`src/rtl/cseladd_pkg.sv`:
```
`default_nettype none
// ============================================================================
// Module   : cseladd_pkg
// Brief    : Shared constants, stage-count helper and stage record for the
//            pipelined carry-select adder/subtractor.
// Revision : 1.0 - initial release
// ============================================================================
package cseladd_pkg;

  localparam int unsigned DEF_N = 32;
  localparam int unsigned DEF_B = 8;

  function automatic int unsigned calc_stages(input int unsigned n, input int unsigned b);
    return n / b;
  endfunction

  localparam int unsigned DEF_L = calc_stages(DEF_N, DEF_B);

  typedef struct packed {
    logic             valid;
    logic             carry;
    logic [DEF_N-1:0] psum;
  } stage_rec_t;

endpackage
`default_nettype wire

```
`src/rtl/csel_block.sv`:
```
`default_nettype none
// ============================================================================
// Module   : csel_block
// Brief    : Combinational B-bit carry-select block (both carry-in cases
//            precomputed, incoming carry picks one).
// Revision : 1.0 - initial release
// ============================================================================
module csel_block #(
  parameter int unsigned B = 8
) (
  input  logic [B-1:0] a_i,
  input  logic [B-1:0] b_i,
  input  logic         cin_i,
  output logic [B-1:0] sum_o,
  output logic         cout_o,
  output logic         cmsb_o
);

  logic [B:0] w_sum0;
  logic [B:0] w_sum1;

  assign w_sum0 = {1'b0, a_i} + {1'b0, b_i};
  assign w_sum1 = {1'b0, a_i} + {1'b0, b_i} + {{B{1'b0}}, 1'b1};

  assign {cout_o, sum_o} = cin_i ? w_sum1 : w_sum0;

  // Carry into the MSB recovered from the MSB half-sum identity.
  assign cmsb_o = sum_o[B-1] ^ a_i[B-1] ^ b_i[B-1];

endmodule
`default_nettype wire

```
`src/rtl/pipe_csel_addsub.sv`:
```
`default_nettype none
// ============================================================================
// Module   : pipe_csel_addsub
// Brief    : N-bit add/subtract pipelined as N/B carry-select stages with a
//            global-stall valid/ready handshake.
// Revision : 1.0 - initial release
// ============================================================================
module pipe_csel_addsub
  import cseladd_pkg::*;
#(
  parameter int unsigned N = DEF_N,
  parameter int unsigned B = DEF_B
) (
  input  logic         clk,
  input  logic         rst,
  input  logic         in_valid,
  output logic         in_ready,
  input  logic [N-1:0] a,
  input  logic [N-1:0] b,
  input  logic         cin,
  input  logic         sub,
  output logic         out_valid,
  input  logic         out_ready,
  output logic [N-1:0] sum,
  output logic         cout,
  output logic         ovf
);

  localparam int unsigned L = calc_stages(N, B);

  if ((N % B) != 0) begin : g_width_check
    $error("pipe_csel_addsub: N must be a multiple of B");
  end

  typedef struct packed {
    logic         valid;
    logic         carry;
    logic         cmsb;
    logic [N-1:0] psum;
    logic [N-1:0] opa;
    logic [N-1:0] opb;
  } stage_t;

  stage_t stage_q [L];
  stage_t stage_d [L];
  stage_t w_src   [L];

  logic [L-1:0][B-1:0] w_blk_sum;
  logic [L-1:0]        w_blk_cout;
  logic [L-1:0]        w_blk_cmsb;
  logic                w_adv;

  assign w_adv    = out_ready || !out_valid;
  assign in_ready = w_adv;

  // Stage 0 takes the live operands; subtraction becomes a + ~b + 1.
  always_comb begin
    w_src[0].valid = in_valid;
    w_src[0].carry = sub ? 1'b1 : cin;
    w_src[0].cmsb  = 1'b0;
    w_src[0].psum  = '0;
    w_src[0].opa   = a;
    w_src[0].opb   = sub ? ~b : b;
    for (int k = 1; k < int'(L); k++) begin
      w_src[k] = stage_q[k-1];
    end
  end

  for (genvar k = 0; k < int'(L); k++) begin : g_stage
    csel_block #(.B(B)) u_blk (
      .a_i    (w_src[k].opa[k*B +: B]),
      .b_i    (w_src[k].opb[k*B +: B]),
      .cin_i  (w_src[k].carry),
      .sum_o  (w_blk_sum[k]),
      .cout_o (w_blk_cout[k]),
      .cmsb_o (w_blk_cmsb[k])
    );
  end

  always_comb begin
    for (int k = 0; k < int'(L); k++) begin
      stage_d[k]              = w_src[k];
      stage_d[k].psum[k*B +: B] = w_blk_sum[k];
      stage_d[k].carry        = w_blk_cout[k];
      stage_d[k].cmsb         = w_blk_cmsb[k];
    end
  end

  always_ff @(posedge clk) begin
    for (int k = 0; k < int'(L); k++) begin
      if (rst) begin
        stage_q[k] <= '0;
      end else if (w_adv) begin
        stage_q[k] <= stage_d[k];
      end
    end
  end

  assign out_valid = stage_q[L-1].valid;
  assign sum       = stage_q[L-1].psum;
  assign cout      = stage_q[L-1].carry;
  assign ovf       = stage_q[L-1].carry ^ stage_q[L-1].cmsb;

endmodule
`default_nettype wire

```
`config.mk`:
```
export PLATFORM = sky130hd
export DESIGN_NAME = pipe_csel_addsub
export DESIGN_NICKNAME = d
export VERILOG_FILES = /design/src/rtl/cseladd_pkg.sv /design/src/rtl/csel_block.sv /design/src/rtl/pipe_csel_addsub.sv
export SDC_FILE = /design/constraint.sdc
export NUM_CORES = 1
export LEC_CHECK = 0
export BUFFER_PORTS_ARGS = -buffer_cell sky130_fd_sc_hd__buf_4
export CAP_MARGIN = 20
export CORE_AREA = 2 2 112 195
export DETAILED_ROUTE_END_ITERATION = 16
export DIE_AREA = 0 0 114 197
export HOLD_SLACK_MARGIN = 0.06
export SETUP_SLACK_MARGIN = 0.4
export SKIP_CTS_REPAIR_TIMING = 1
export SLEW_MARGIN = 20
export SYNTH_ARGS = -nofsm -noshare
export SYNTH_HDL_FRONTEND = slang
export SYNTH_SLANG_ARGS = --single-unit
```
`constraint.sdc`:
```
create_clock -name clk -period 4.2 [get_ports clk]
set_clock_uncertainty 0.1 [all_clocks]
set_input_delay 0.21 -clock clk [delete_from_list [all_inputs] [get_ports clk]]
set_output_delay 0.21 -clock clk [all_outputs]
set_load 0.01 [all_outputs]
```
==> flow_summary_export.csv <==
group,metric,value,unit
outcome,status,"finished, final reports clean",
final_layout,drive_above_1_share,0.175,
flow_run,cap_violations,0,
final_layout,syn2layout_area_growth,20.1,%
floorplanning,ios,106,
drt,totalWireLength,15700,um
critical_path,critPathKind,"reg -> reg",
yosys,synth_cell_types,59,
yosys,synthCells,727,
yosys,ys_top_cells_by_area,"edfxtp_1 (60%), and2_1 (8.7%), ha_1 (5.0%)",
hold_path,whs_endpoint,"stage_q[0][19]$_SDFFCE_PN0P_",
clock_tree,cts_tree,"built",
pwr,powerDensity,391,mW/mm2
sta,grt_setup_unrepaired,"no",
critical_path,worst-path-max-fanout,3,
yosys,yosysSeqAreaShare,0.600,
floorplanning,core-area,0.0208,mm2
pwr,p_leak,4.68,nW
placed_design,io_buffers,105,
grt,grt_max_degree,118,
grt,grt_pass1_wl,25200,um
critical_path,cp-end-kind,"register",
placed_design,gp_congestion,0.807,
sta,worst_pin_slew,915,ps
drt,drt_pass1_iterations,6,
drt,vias,5567,
sta,timing.fmax,0.357,GHz
clock_tree,clock_sinks,185,
sta,maxSlewViolCount,0,
hold_path,min_path_type,"in -> reg",
yosys,syn-num-nets,838,
sta,relSlewSlack,0.389,
floorplanning,row_count,70,
critical_path,rrSetupSlack,1400,ps
grt,antenna_found_initial,0,
yosys,synth_top_cell_area_share,0.600,
floorplanning,die_w,114,um
floorplanning,dieArea,0.0225,mm2
sta,hold_viol_final,0,
clock_tree,cts_buffer_depth,2,
yosys,synth-seq-cells,185,
yosys,yosysTopAreaCell,"edfxtp_1",
critical_path,required,4250,ps
critical_path,r2r-end,"stage_q[2][97]$_SDFFCE_PN0P_",
sta,setup_viol,0,
hold_path,hp-start,"b[19]",
yosys,synth_edf_count,185,
drt,wl_per_cell,14.1,um
placed_design,dpl.hpwl,10500,um
final_layout,largest_registers,"stage_q x185",
sta,period_share,0.667,
clock_tree,clk_pin_slew,70,ps
hold_path,hold_depth,3,
clock_tree,root_buffer,"clkbuf_16",
grt,grt_util_all_layers,0.142,
critical_path,rr_worst_depth,10,
final_layout,regMostFlops,"stage_q",
yosys,yosys_warnings,0,
yosys,ys.flop_type,"edfxtp_1",
sta,setup_tns,0,ps
clock_tree,cts_buffers,17,
critical_path,startpoint_type,"register",
final_layout,nets,955,
sta,setup_ws,1400,ps
final_layout,antenna_cells,0,
clock_tree,cts_max_level,4,
drt,drtIter0Drc,255,
sta,layout_min_cycle_time,2800,ps
grt,grt_pass1_vias,5493,
placed_design,pre_cts_ws,1030,ps
final_layout,layout_common_cells,"edfxtp_1 (185), and2_1 (128), buf_4 (108)",
drt,drtAntennaViolNets,0,
yosys,async_reset_ff_frac,0,
final_layout,largest_reg_flops,185,
yosys,syn-mean-instance-area,12.7,um2
grt,grt_overflow,0,
pwr,peakVddDrop,0.264,mV
final_layout,final_common_cell,"edfxtp_1",
yosys,netlist_area,0.00925,mm2
drt,post-route-drc-count,0,
drt,vias_per_cell,5.02,
critical_path,r2r_start,"stage_q[1][16]$_SDFFCE_PN0P_",
floorplanning,initial_core_util,0.444,
clock_tree,worstSkewPairLatency,420,ps
critical_path,cp.arrival,2850,ps
floorplanning,die_h,197,um
==> kinds of logic after synthesis <==
| group | share of synthesized area |
|---|---|
| flip-flops | 0.600 |
| buffers and inverters | 0.0431 |
| adder cells (fa/ha/maj) | 0.0587 |
| AO/OA/AOI/OAI | 0.0614 |
| multiplexers | 0.00325 |
| AND/OR/NAND/NOR | 0.162 |
| XOR/XNOR | 0.0711 |
==> cells in the mapped netlist (all sizes together) (3+ instances only) <==
cell and n:
edfxtp 185, and2 128, nor2 73, xnor2 48, buf 39, ha 37, xor2 22, a21oi 18
clkbuf 18, inv 17, o21ai 13, nand2 12, nor3 11, nand2b 9, o21a 8, a211oi 6
nand3 6, or2 6, and4 5, nor2b 5, a21o 4, fa 4, o31a 4, a21boi 3
and3 3, mux2i 3, nor3b 3, o22ai 3, o31ai 3
==> cell type report <==
cell class | instances | area [um2]
inverters | 17 | 63.8
well taps | 252 | 315
flip-flops and latches | 185 | 5560
fillers | 1789 | 9730
repair buffers | 155 | 1300
clock buffers | 18 | 429
multi-input cells | 468 | 3310
clock inverters | 14 | 138
==> how the worst max path moves through the flow <==
stage	end	slack [ps]	start
floorplan	stage_q[0][10]$_SDFFCE_PN0P_	730	stage_q[3][98]$_SDFFCE_PN0P_
global placement	stage_q[0][97]$_SDFFCE_PN0P_	1150	sub
detailed placement	stage_q[0][97]$_SDFFCE_PN0P_	1030	sub
CTS	stage_q[2][97]$_SDFFCE_PN0P_	1360	stage_q[1][16]$_SDFFCE_PN0P_
global route	stage_q[2][97]$_SDFFCE_PN0P_	1180	stage_q[1][16]$_SDFFCE_PN0P_
finish	stage_q[2][97]$_SDFFCE_PN0P_	1400	stage_q[1][16]$_SDFFCE_PN0P_
==> metal layers <==
layer / track usage / part of all wire
met3: 0.0237 / 0.033
met1: 0.158 / 0.39
met2: 0.258 / 0.55
met4: 0.0705 / 0.030
met5: 0 / 0
==> power by group <==
group / internal [W] / switching (W) / total, W
clock: 0.000831 / 0.000692 / 0.00152
combinational: 0.000303 / 0.000298 / 0.000601
sequential: 0.00219 / 0.0000368 / 0.00223
==> worst max-delay path: stages, from the launching register on <==
cell and delay, ps:
edfxtp_1 380, ha_1 240, inv_1 80, fa_1 440
inv_1 80, ha_1 130, nand2_1 80, nor2_1 160
nand4_1 210, a2111oi_0 490, nor3_1 150
==> through the flow <==
step / total power (W) / std cells / area (um2) / utilization / hold slack (ps)
2_1_floorplan: 0.00267 / 727 / 9250 / - / 308
3_3_place_gp: 0.00281 / 1032 / 10100 / 0.484 / 389
3_5_place_dp: 0.00283 / 1032 / 10100 / 0.484 / 393
4_1_cts: 0.00436 / 1064 / 10700 / 0.511 / -49.9
5_1_grt: 0.00454 / 1109 / 11100 / 0.533 / 64.2
6_report: 0.00435 / 1109 / 11100 / 0.533 / 38.0
(Power assumes the default switching activity.)
